### src/rtl/clip_expand_pkg.sv
// Shared word-length defaults and symmetric saturation limits for the FFT datapath.
package clip_expand_pkg;

  localparam int IL_DEF  = 10;
  localparam int OL_DEF  = 8;
  localparam int EW_DEF  = 3;
  localparam int NPT_DEF = 64;

  function automatic int smax(input int w);
    return (1 << (w - 1)) - 1;
  endfunction

  function automatic int smin(input int w);
    return -smax(w);
  endfunction

endpackage

### src/rtl/clip_expand_sat_shift.sv
// Combinational arithmetic left shift of an IL-bit word with symmetric saturation to IL bits.
module sat_shift
  import clip_expand_pkg::*;
#(
  parameter int IL = IL_DEF,
  parameter int OL = OL_DEF,
  parameter int EW = EW_DEF
) (
  input  logic [IL-1:0] iD,
  input  logic [EW-1:0] iSH,
  output logic [IL-1:0] oD,
  output logic          oSAT
);

  localparam int SW = IL + (1 << EW) - 1;
  localparam logic signed [SW-1:0] POS_LIM = SW'(smax(IL));
  localparam logic signed [SW-1:0] NEG_LIM = SW'(smin(IL));

  if (IL <= OL) begin : g_width_chk
    $error("sat_shift: IL must exceed OL");
  end

  logic signed [SW-1:0] ext;
  logic signed [SW-1:0] s;

  // Wide enough for the largest shift, so the comparisons see the true value.
  always_comb begin
    ext  = {{(SW-IL){iD[IL-1]}}, iD};
    s    = ext <<< iSH;
    oD   = s[IL-1:0];
    oSAT = 1'b0;
    if (s > POS_LIM) begin
      oD   = POS_LIM[IL-1:0];
      oSAT = 1'b1;
    end else if (s < NEG_LIM) begin
      oD   = NEG_LIM[IL-1:0];
      oSAT = 1'b1;
    end
  end

endmodule

### src/rtl/clip_expand.sv
// Expands OL-bit clipped complex samples back to IL bits using the per-frame block exponent.
module clip_expand
  import clip_expand_pkg::*;
#(
  parameter int IL  = IL_DEF,
  parameter int OL  = OL_DEF,
  parameter int EW  = EW_DEF,
  parameter int NPT = NPT_DEF
) (
  input  logic          iCLK,
  input  logic          iRSTn,
  input  logic          iVALID,
  output logic          oREADY,
  input  logic [OL-1:0] iDATA_RE,
  input  logic [OL-1:0] iDATA_IM,
  input  logic [EW-1:0] iEXP,
  input  logic          iERR_CLR,
  output logic          oVALID,
  input  logic          iREADY,
  output logic [IL-1:0] oDATA_RE,
  output logic [IL-1:0] oDATA_IM,
  output logic          oSOF,
  output logic          oEOF,
  output logic          oOVF,
  output logic          oMINMAX_ERR
);

  localparam int CW = $clog2(NPT);
  localparam logic [OL-1:0] IN_MIN  = {1'b1, {(OL-1){1'b0}}};
  localparam logic [OL-1:0] IN_CLIP = IN_MIN + OL'(1);

  logic          en, in_beat, first;
  logic [CW-1:0] cnt_q, cnt_d;
  logic [EW-1:0] exp_q, exp_d;
  logic          err_q, err_d;
  logic [OL-1:0] re_c, im_c;
  logic          mm_in;

  logic          v1_q, sof1_q, eof1_q, mm1_q;
  logic [EW-1:0] exp1_q;
  logic [IL-1:0] re1_q, im1_q;

  logic          v2_q, sof2_q, eof2_q, ovf2_q;
  logic [IL-1:0] re2_q, im2_q;

  logic [IL-1:0] re_s, im_s;
  logic          re_sat, im_sat;

  assign en      = ~v2_q | iREADY;
  assign in_beat = iVALID & en;
  assign first   = (cnt_q == '0);

  always_comb begin
    mm_in = (iDATA_RE == IN_MIN) | (iDATA_IM == IN_MIN);
    re_c  = (iDATA_RE == IN_MIN) ? IN_CLIP : iDATA_RE;
    im_c  = (iDATA_IM == IN_MIN) ? IN_CLIP : iDATA_IM;
    cnt_d = in_beat ? cnt_q + CW'(1) : cnt_q;
    exp_d = (in_beat && first) ? iEXP : exp_q;
    // A set in the same cycle as a clear takes priority.
    err_d = (en & v1_q & mm1_q) | (err_q & ~iERR_CLR);
  end

  sat_shift #(.IL(IL), .OL(OL), .EW(EW)) u_sat_re (
    .iD(re1_q), .iSH(exp1_q), .oD(re_s), .oSAT(re_sat)
  );

  sat_shift #(.IL(IL), .OL(OL), .EW(EW)) u_sat_im (
    .iD(im1_q), .iSH(exp1_q), .oD(im_s), .oSAT(im_sat)
  );

  always_ff @(posedge iCLK or negedge iRSTn) begin
    if (!iRSTn) begin
      cnt_q  <= '0;
      exp_q  <= '0;
      err_q  <= 1'b0;
      v1_q   <= 1'b0;
      sof1_q <= 1'b0;
      eof1_q <= 1'b0;
      mm1_q  <= 1'b0;
      exp1_q <= '0;
      re1_q  <= '0;
      im1_q  <= '0;
      v2_q   <= 1'b0;
      sof2_q <= 1'b0;
      eof2_q <= 1'b0;
      ovf2_q <= 1'b0;
      re2_q  <= '0;
      im2_q  <= '0;
    end else begin
      cnt_q <= cnt_d;
      exp_q <= exp_d;
      err_q <= err_d;
      if (en) begin
        v1_q <= iVALID;
        if (iVALID) begin
          sof1_q <= first;
          eof1_q <= (cnt_q == CW'(NPT - 1));
          mm1_q  <= mm_in;
          // The exponent travels with the sample so a frame boundary never mixes exponents.
          exp1_q <= first ? iEXP : exp_q;
          re1_q  <= {{(IL-OL){re_c[OL-1]}}, re_c};
          im1_q  <= {{(IL-OL){im_c[OL-1]}}, im_c};
        end
        v2_q   <= v1_q;
        sof2_q <= v1_q & sof1_q;
        eof2_q <= v1_q & eof1_q;
        ovf2_q <= v1_q & (re_sat | im_sat);
        if (v1_q) begin
          re2_q <= re_s;
          im2_q <= im_s;
        end
      end
    end
  end

  assign oREADY      = en;
  assign oVALID      = v2_q;
  assign oDATA_RE    = re2_q;
  assign oDATA_IM    = im2_q;
  assign oSOF        = sof2_q;
  assign oEOF        = eof2_q;
  assign oOVF        = ovf2_q;
  assign oMINMAX_ERR = err_q;

endmodule
### config.mk
export PLATFORM = sky130hd
export DESIGN_NAME = clip_expand
export DESIGN_NICKNAME = d
export VERILOG_FILES = /design/src/rtl/clip_expand_pkg.sv /design/src/rtl/clip_expand_sat_shift.sv /design/src/rtl/clip_expand.sv
export SDC_FILE = /design/constraint.sdc
export NUM_CORES = 1
export LEC_CHECK = 0
export ABC_AREA = 1
export CAP_MARGIN = 20
export CORE_MARGIN = 2
export CORE_UTILIZATION = 36
export CTS_BUF_LIST = sky130_fd_sc_hd__clkbuf_8
export DETAILED_ROUTE_END_ITERATION = 16
export REMOVE_ABC_BUFFERS = 1
export SLEW_MARGIN = 20
export SYNTH_ARGS = -nofsm -noshare
export SYNTH_HDL_FRONTEND = slang
export SYNTH_SLANG_ARGS = --single-unit
### constraint.sdc
create_clock -name iCLK -period 4.45 [get_ports iCLK]
set_input_delay 0.6675 -clock iCLK [delete_from_list [all_inputs] [get_ports iCLK]]
set_output_delay 0.6675 -clock iCLK [all_outputs]
set_load 0.02 [all_outputs]
==> flow_summary_export.csv, run 1 <==
group,metric,value,unit
synth,synthSimpleGateAreaFrac,35.01,%
global_route,overflow,0,
layout,antennaDiodeCount,0,
power,powerDensity,619.9,nW/um2
critical_path,crit_path_end,"eof1_q",
place,dp.cells,579,
sta,finClkSkew,0.01023,ns
global_route,grt_antenna_before_repair,0,
synth,avgSynthCellArea,7.319,um2
sta,setup_slack,1.667,ns
route,firstDrtPassIters,5,
place,post-place-ws,1.324,ns
synth,syn_inst,438,
synth,synth-xor-area-share,1.366,%
route,ant_nets,0,
sta,tns,0,ns
clocking,cts_made_buffers,9,
route,drcViolationCount,0,
clocking,clock_path_buffers,2,
place,hpwlAfterDp,5.307,mm
sta,rsz0062_at_grt,"no",
route,dr_wl_met3,288,um
critical_path,endpoint_kind,"flop",
sta,fmax,359.3,MHz
floorplanning,initial_core_util,36.94,%
global_route,grt_pass1_wl,12.72,mm
floorplanning,die_x,98.36,um
synth,synth_top_family_by_area,"simple AND/OR/NAND/NOR gates",
critical_path,r2r_setup_slack,2.02,ns
clocking,cts_tree,"yes",
synth,synth_area,3206,um2
critical_path,critPathKind,"in2reg",
critical_path,cp-startpoint,"iREADY",
clocking,ctsResizeCount,0,
clocking,clk_pin_slew_worst_paths,0.07,ns
clocking,cts_setup_buffers,0,
place,io_buffers,49,
layout,fin_cells,595,
global_route,grt_start_max_net_pins,58,
synth,synthAdderAreaFrac,0.7806,%
critical_path,rr_startpoint,"oVALID",
sta,slew_headroom,49.85,%
flow_run,max_cap_violations,0,
floorplanning,die_h,98.36,um
layout,final_cell_area,3890,um2
floorplanning,core-area,8678,um2
route,dr_wl_met2,3.218,mm
layout,drive_above_1_share,7.392,%
route,wl_met1,3.480,mm
sta,period_share,62.55,%
clocking,hold_buffers,0,
global_route,track_usage,15.94,%
synth,synth_compound_area_share,8.236,%
route,avgViaCountPerCell,4.852,
power,power.leakage,1.888,nW
synth,seq_area_frac_synth,44.50,%
clocking,insertion_delay,0.34,ns
layout,syn_to_final_growth,21.35,%
route,drt_iter0_drc,194,
synth,synth_warnings,0,
critical_path,start_kind,"input pin",
synth,ys_ff_latch,57,
global_route,grt_pass1_vias,2739,
critical_path,crit_fanout,29,
critical_path,worst-endpoint-required,4.68,ns
layout,fill_cells,907,
sta,hold_viol,0,
floorplanning,die-area,9675,um2
clocking,cts_root_buf,"clkbuf_8",
route,top_layer,"met4",
layout,num-nets-final,508,
route,wirelength,7.131,mm
place,dpl_cell_area,3709,um2
synth,ys_types,34,
critical_path,rr_worst_depth,7,
clocking,ctsHtreeMaxLevel,3,
sta,drv_slew,0,
floorplanning,row_count,34,
route,vias,2887,
place,place_congestion,0.8974,
sta,setup_violations,0,
critical_path,r2r_end,"eof1_q",
floorplanning,io_pins,50,
power,peakVddDrop,0.1753,mV
worst_hold_path,worstHoldPathType,"in2async",
critical_path,worstPathArrival,3.02,ns
sta,finalCriticalPeriod,2.784,ns
outcome,status,"complete, no violations",
clocking,clkSinkCount,57,
sta,max_slew.worst_pin.slew,0.7515,ns
route,drt-wirelength-per-cell,11.98,um
synth,synth.mux.area_fraction,0,%
[worst max-delay path: stages]
cell and delay [ns]:
clkdlybuf4s50_1 0.45, nor2_1 0.08, inv_1 0.11, nand2_1 0.40, inv_1 0.74, nand4_1 0.24
o32ai_1 0.30
[state kept, by name, indices dropped and copies added, names as in the netlist, 3 cells and up]
register,flops
re1_q,8
exp1_q,3
oDATA_IM,10
im1_q,8
exp_q,3
cnt_q,6
oDATA_RE,10
[metrics by stage]
step	hold slack [ns]	utilization [%]	power, mW
final	0.4674	44.82	2.412
after global routing	0.5012	44.82	2.634
after CTS	0.4772	44.82	2.431
after detailed placement	0.4579	42.73	1.993
after global placement	0.4570	42.73	1.977
after floorplan	0.3719	-	1.596
[worst min-delay path by stage]
stage	to	depth (start not counted)
floorplan	cnt_q[0]	0
global route	oVALID	2
detailed placement	oVALID	2
CTS	oVALID	2
finish	oDATA_RE[8]	2
global placement	oVALID	2
[synthesized netlist by cell type]
cell type / instances / share of area [%]
ha_1: 2 / 0.78
o21ai_0: 23 / 3.6
buf_4: 3 / 0.70
nand3_2: 1 / 0.31
nand2_4: 2 / 0.70
inv_1: 46 / 5.4
xor2_1: 5 / 1.4
nand2_2: 8 / 1.6
buf_12: 1 / 0.62
buf_1: 1 / 0.12
o21ai_1: 1 / 0.16
o221ai_1: 2 / 0.55
inv_2: 1 / 0.12
o32ai_1: 1 / 0.27
buf_2: 3 / 0.47
dfrtp_1: 57 / 44
buf_6: 4 / 1.4
clkinv_1: 1 / 0.12
nor2b_4: 1 / 0.43
o21a_1: 1 / 0.23
nor2_2: 1 / 0.20
nand2_1: 140 / 16
nand4_1: 4 / 0.78
nand3_1: 51 / 8.0
nor2_4: 2 / 0.70
inv_8: 1 / 0.35
clkbuf_1: 5 / 0.59
nor2_1: 43 / 5.0
clkbuf_4: 1 / 0.23
a21oi_1: 18 / 2.8
o211ai_1: 1 / 0.23
a31oi_1: 2 / 0.39
nor4_1: 4 / 0.78
nor3_1: 1 / 0.16
[cell type report]
type | count | area [um2] | share of cell area [%]
timing repair buffer | 51 | 500.5 | 12.87
multi-input combinational | 314 | 1455 | 37.41
clock buffer | 10 | 137.6 | 3.538
tap | 108 | 135.1 | 3.474
inverter | 49 | 191.4 | 4.921
sequential | 57 | 1426 | 36.67
clock inverter | 6 | 43.79 | 1.126
[logic make-up after synthesis]
group / count (synthesis)
AO/OA/AOI/OAI: 49
XOR/XNOR: 5
adder cells (fa/ha/maj): 2
buffers and inverters: 67
flip-flops: 57
AND/OR/NAND/NOR: 258
[layer usage]
layer / vias to the layer above / global-route usage [%]
li1: 1478 / -
met1: 1325 / 22.16
met2: 70 / 24.59
met3: 14 / 2.863
met4: 0 / 6.639
met5: - / 0
[power by group]
group          internal, mW  total (mW)  switching, mW
Combinational         0.457        1.14          0.687
Clock                 0.216       0.432          0.216
Sequential            0.681       0.834          0.153
Total                  1.35        2.41           1.06
[placed cells by master (no fill, tap or decap), types with 4 or more instances in the layout]
cell type,netlist,routed
clkbuf_8,0,10
nand4_1,4,4
nor4_1,4,4
xor2_1,5,5
clkdlybuf4s50_1,0,48
nor2_1,43,43
clkinvlp_4,0,4
nand3_1,51,51
nand2_2,8,8
inv_1,46,46
nand2_1,140,140
dfrtp_1,57,57
a21oi_1,18,18
o21ai_0,23,23
No activity file was read; power rests on OpenSTA's default activity.
==> run 2: changes to the inputs <==
==> constraint.sdc (replaced) <==
create_clock -name iCLK -period 2.6 [get_ports iCLK]
set_input_delay 0.39 -clock iCLK [delete_from_list [all_inputs] [get_ports iCLK]]
set_output_delay 0.39 -clock iCLK [all_outputs]
set_load 0.02 [all_outputs]
==> flow_summary_export.csv, run 2 (same netlist as run 1, synthesis figures left out) <==
group,metric,value,unit
floorplanning,die_x,98.36,um
clocking,hold_buffers,0,
clocking,clock_path_buffers,2,
sta,finClkSkew,0.008666,ns
power,powerDensity,1090,nW/um2
floorplanning,die-area,9675,um2
route,wirelength,7.167,mm
sta,slew_headroom,49.20,%
outcome,status,"complete, no violations",
route,ant_nets,0,
layout,fill_cells,897,
global_route,grt_pass1_vias,2686,
critical_path,worstPathArrival,1.72,ns
critical_path,critPathKind,"in2out",
floorplanning,io_pins,50,
sta,setup_violations,0,
critical_path,crit_fanout,5,
clocking,insertion_delay,0.34,ns
route,drcViolationCount,0,
critical_path,cp_slowest_cell,"clkdlybuf4s50_1",
sta,tns,0,ns
global_route,overflow,0,
sta,finalCriticalPeriod,2.108,ns
layout,num-nets-final,513,
clocking,ctsResizeCount,0,
sta,period_share,81.09,%
layout,final_cell_mix,"nand2_1 (140), dfrtp_1 (57), nand3_1 (51)",
layout,drive_above_1_share,8.130,%
global_route,grt_start_max_net_pins,32,
clocking,ctsHtreeMaxLevel,3,
route,firstDrtPassIters,4,
floorplanning,die_h,98.36,um
route,drt_iter0_drc,180,
floorplanning,initial_core_util,36.94,%
clocking,cts_root_buf,"clkbuf_8",
route,vias,2843,
sta,fmax,474.3,MHz
place,place_congestion,0.8596,
route,drt-wirelength-per-cell,11.95,um
sta,max_slew.worst_pin.slew,0.7611,ns
floorplanning,core-area,8678,um2
power,finalPower,4.345,mW
clocking,cts_tree,"yes",
flow_run,max_cap_violations,0,
layout,antennaDiodeCount,0,
place,io_buffers,49,
power,power.leakage,1.956,nW
critical_path,worst-endpoint-required,2.21,ns
route,avgViaCountPerCell,4.738,
critical_path,start_kind,"input pin",
layout,syn_to_final_growth,24.32,%
sta,drv_slew,0,
sta,hold_viol,0,
global_route,grt_antenna_before_repair,0,
clocking,cts_made_buffers,9,
clocking,cts_setup_buffers,0,
power,peakVddDrop,0.2827,mV
critical_path,cp_common_cell,"clkdlybuf4s50_1",
clocking,clk_pin_slew_worst_paths,0.06,ns
worst_hold_path,worstHoldPathType,"in2async",
sta,rsz0062_at_grt,"no",
layout,final_common_cell,"nand2_1",
global_route,grt_pass1_wl,12.61,mm
global_route,track_usage,16.05,%
critical_path,endpoint_kind,"output pin",
critical_path,max_stage_delay,0.56,ns
critical_path,crit_chain,"clkdlybuf4s50_1 > nor2_1 > inv_1 > clkdlybuf4s50_1",
clocking,clkSinkCount,57,
place,hpwlAfterDp,5.485,mm
floorplanning,row_count,34,
run 2: path summary, 6_finish.rpt:
check,from,end,slack [ns],depth (start not counted)
max in group asynchronous,iRSTn,cnt_q[0],1.96,2
worst min-delay path,iRSTn,oDATA_RE[7],0.07,1
worst max-delay path,iREADY,oREADY,0.49,4
worst min register to register,v1_q,oVALID,0.48,2
worst max register to register,exp1_q[0],oDATA_RE[0],0.53,12
min in group iCLK,v1_q,oVALID,0.48,2
run 2: routing by layer:
layer	vias up	part of all wire, %	GRT usage [%]
li1	1484	-	-
met1	1286	50	22.69
met2	61	44	24.33
met3	12	4.3	2.935
met4	0	1.9	6.639
met5	-	0	0
run 2: worst max-delay path: cells and delay by family:
| family | cells | cell delay [ns] |
|---|---|---|
| AND/OR/NAND/NOR | 1 | 0.24 |
| buffers and inverters | 3 | 1.08 |
run 2: where the power goes:
part	internal, mW	switching, mW	total, mW
combinational	0.818	1.25	2.06
sequential	1.17	0.199	1.37
clock	0.570	0.345	0.915
run 2: final cells by class:
cell class	count	area, um2	share of cell area, %
multi-input combinational	314	1455	36.52
timing repair buffer	56	550.5	13.81
sequential	57	1426	35.79
tap	108	135.1	3.391
clock buffer	14	192.7	4.835
inverter	49	191.4	4.804
clock inverter	2	33.78	0.8477
run 2: metrics by stage:
stage | utilization, % | std cells | setup slack (ns) | hold WS, ns | instance area (um2)
floorplan | - | 420 | 0.2403 | 0.09441 | 3073
finish | 45.92 | 600 | 0.4916 | 0.06641 | 3985
global placement | 43.31 | 584 | 0.3539 | 0.4493 | 3759
CTS | 45.92 | 600 | 0.4736 | 0.08505 | 3985
global route | 45.92 | 600 | 0.3397 | 0.1228 | 3985
detailed placement | 43.31 | 584 | 0.2288 | 0.4490 | 3759
==> run 3: changes to the inputs <==
==> constraint.sdc (replaced) <==
create_clock -name iCLK -period 2 [get_ports iCLK]
set_input_delay 0.3 -clock iCLK [delete_from_list [all_inputs] [get_ports iCLK]]
set_output_delay 0.3 -clock iCLK [all_outputs]
set_load 0.02 [all_outputs]
==> flow_summary_export.csv, run 3 (same netlist as run 1, synthesis figures left out) <==
group,metric,value,unit
outcome,status,"complete, no violations",
power,power.leakage,1.994,nW
route,drt-wirelength-per-cell,11.82,um
floorplanning,row_count,34,
layout,final_util,46.71,%
power,p_seq_share,30.8,%
sta,setup_violations,0,
critical_path,crit_chain,"clkdlybuf4s50_1 > nor2_1 > inv_1 > clkdlybuf4s50_1",
sta,period_share,95.80,%
critical_path,cp_common_cell,"clkdlybuf4s50_1",
sta,max_slew.worst_pin.slew,0.4219,ns
sta,tns,0,ns
route,wirelength,7.185,mm
place,hpwlAfterDp,5.513,mm
place,dp.cells,591,
floorplanning,die_h,98.36,um
clocking,cts_made_buffers,9,
critical_path,max_stage_delay,0.55,ns
sta,finClkSkew,0.007694,ns
layout,fill_cells,894,
power,p_int,3.314,mW
power,finalPower,5.663,mW
power,p_comb_share,49.8,%
critical_path,start_kind,"input pin",
floorplanning,die_x,98.36,um
flow_run,max_cap_violations,0,
global_route,track_usage,16.45,%
floorplanning,initial_core_util,36.94,%
place,dpl_cell_area,3824,um2
place,io_buffers,49,
route,vias,2851,
sta,setup_slack,0.08405,ns
global_route,overflow,0,
layout,antennaDiodeCount,0,
sta,drv_slew,0,
route,drcViolationCount,0,
clocking,clock_path_buffers,2,
layout,fin_cells,608,
clocking,cts_root_buf,"clkbuf_8",
power,powerDensity,1397,nW/um2
route,avgViaCountPerCell,4.689,
floorplanning,core-area,8678,um2
clocking,ctsHtreeMaxLevel,3,
clocking,clk_pin_slew_worst_paths,0.06,ns
sta,finalCriticalPeriod,1.916,ns
place,place_congestion,0.8322,
global_route,grt_antenna_before_repair,0,
sta,rsz0062_at_grt,"no",
clocking,clkSinkCount,57,
layout,final_common_cell,"nand2_1",
route,drt_iter0_drc,196,
layout,final_cell_mix,"nand2_1 (140), dfrtp_1 (57), nand3_1 (51)",
clocking,insertion_delay,0.33,ns
layout,final_cell_area,4054,um2
critical_path,worst-endpoint-required,1.70,ns
power,p_sw,2.349,mW
sta,hold_viol,0,
floorplanning,die-area,9675,um2
sta,holdWs,0.4704,ns
critical_path,worstPathArrival,1.62,ns
route,ant_nets,0,
sta,fmax,521.9,MHz
global_route,grt_pass1_wl,13.11,mm
clocking,cts_tree,"yes",
worst_hold_path,worstHoldPathType,"reg2reg",
critical_path,critPathKind,"in2out",
layout,drive_above_1_share,9.400,%
critical_path,endpoint_kind,"output pin",
global_route,grt_start_max_net_pins,32,
power,peakVddDrop,0.3642,mV
layout,num-nets-final,521,
critical_path,crit_fanout,4,
floorplanning,io_pins,50,
global_route,grt_pass1_vias,2817,
sta,slew_headroom,71.61,%
route,firstDrtPassIters,4,
layout,syn_to_final_growth,26.46,%
critical_path,cp_slowest_cell,"clkdlybuf4s50_1",
place,post-place-ws,0.08799,ns
power,swShare,41.48,%
power,clkPwrFrac,19.5,%
run 3: final cells by class:
cell class | count | area [um2] | share of cell area (%)
Timing Repair Buffer | 64 | 625.6 | 15.43
Clock inverter | 4 | 42.54 | 1.049
Clock buffer | 12 | 165.2 | 4.074
Multi-Input combinational cell | 314 | 1463 | 36.08
Tap cell | 108 | 135.1 | 3.333
Sequential cell | 57 | 1426 | 35.19
Inverter | 49 | 196.4 | 4.846
run 3: repair_timing:
action / CTS / global route
buffers inserted: 0 / 0
hold buffers: 1 / 0
endpoints found under the hold margin: 56 / 0
resized for setup: 0 / 3
endpoints found under the setup margin: 0 / 10
run 3: routing by layer:
| metal | wire length (um) | track usage (%) |
|---|---|---|
| met5 | 0 | 0 |
| met4 | 74 | 6.112 |
| met3 | 250 | 2.720 |
| met2 | 3185 | 25.27 |
| met1 | 3675 | 23.44 |
run 3: critical path, delay by kind of cell:
family	cells	cell delay (ns)
buffers and inverters	3	1.08
AND/OR/NAND/NOR	1	0.23
run 3: path summary, 6_finish.rpt:
path,start,endpoint,slack (ns),cells past startpoint
setup / recovery,iREADY,oREADY,0.08,4
hold / removal,v1_q,oVALID,0.47,2
setup reg to reg,exp1_q[0],oDATA_RE[0],0.22,14
hold reg to reg,v1_q,oVALID,0.47,2
max in group asynchronous,iRSTn,oDATA_IM[0],1.18,3
min in group asynchronous,iRSTn,oDATA_RE[7],0.50,3
run 3: power by group through the flow:
stage | clock, mW | combinational (mW) | sequential [mW]
floorplan | 0 | 1.50 | 2.05
global placement | 0 | 2.77 | 1.76
detailed placement | 0 | 2.81 | 1.77
CTS | 1.13 | 2.82 | 1.75
global route | 1.18 | 3.22 | 1.81
finish | 1.10 | 2.82 | 1.74
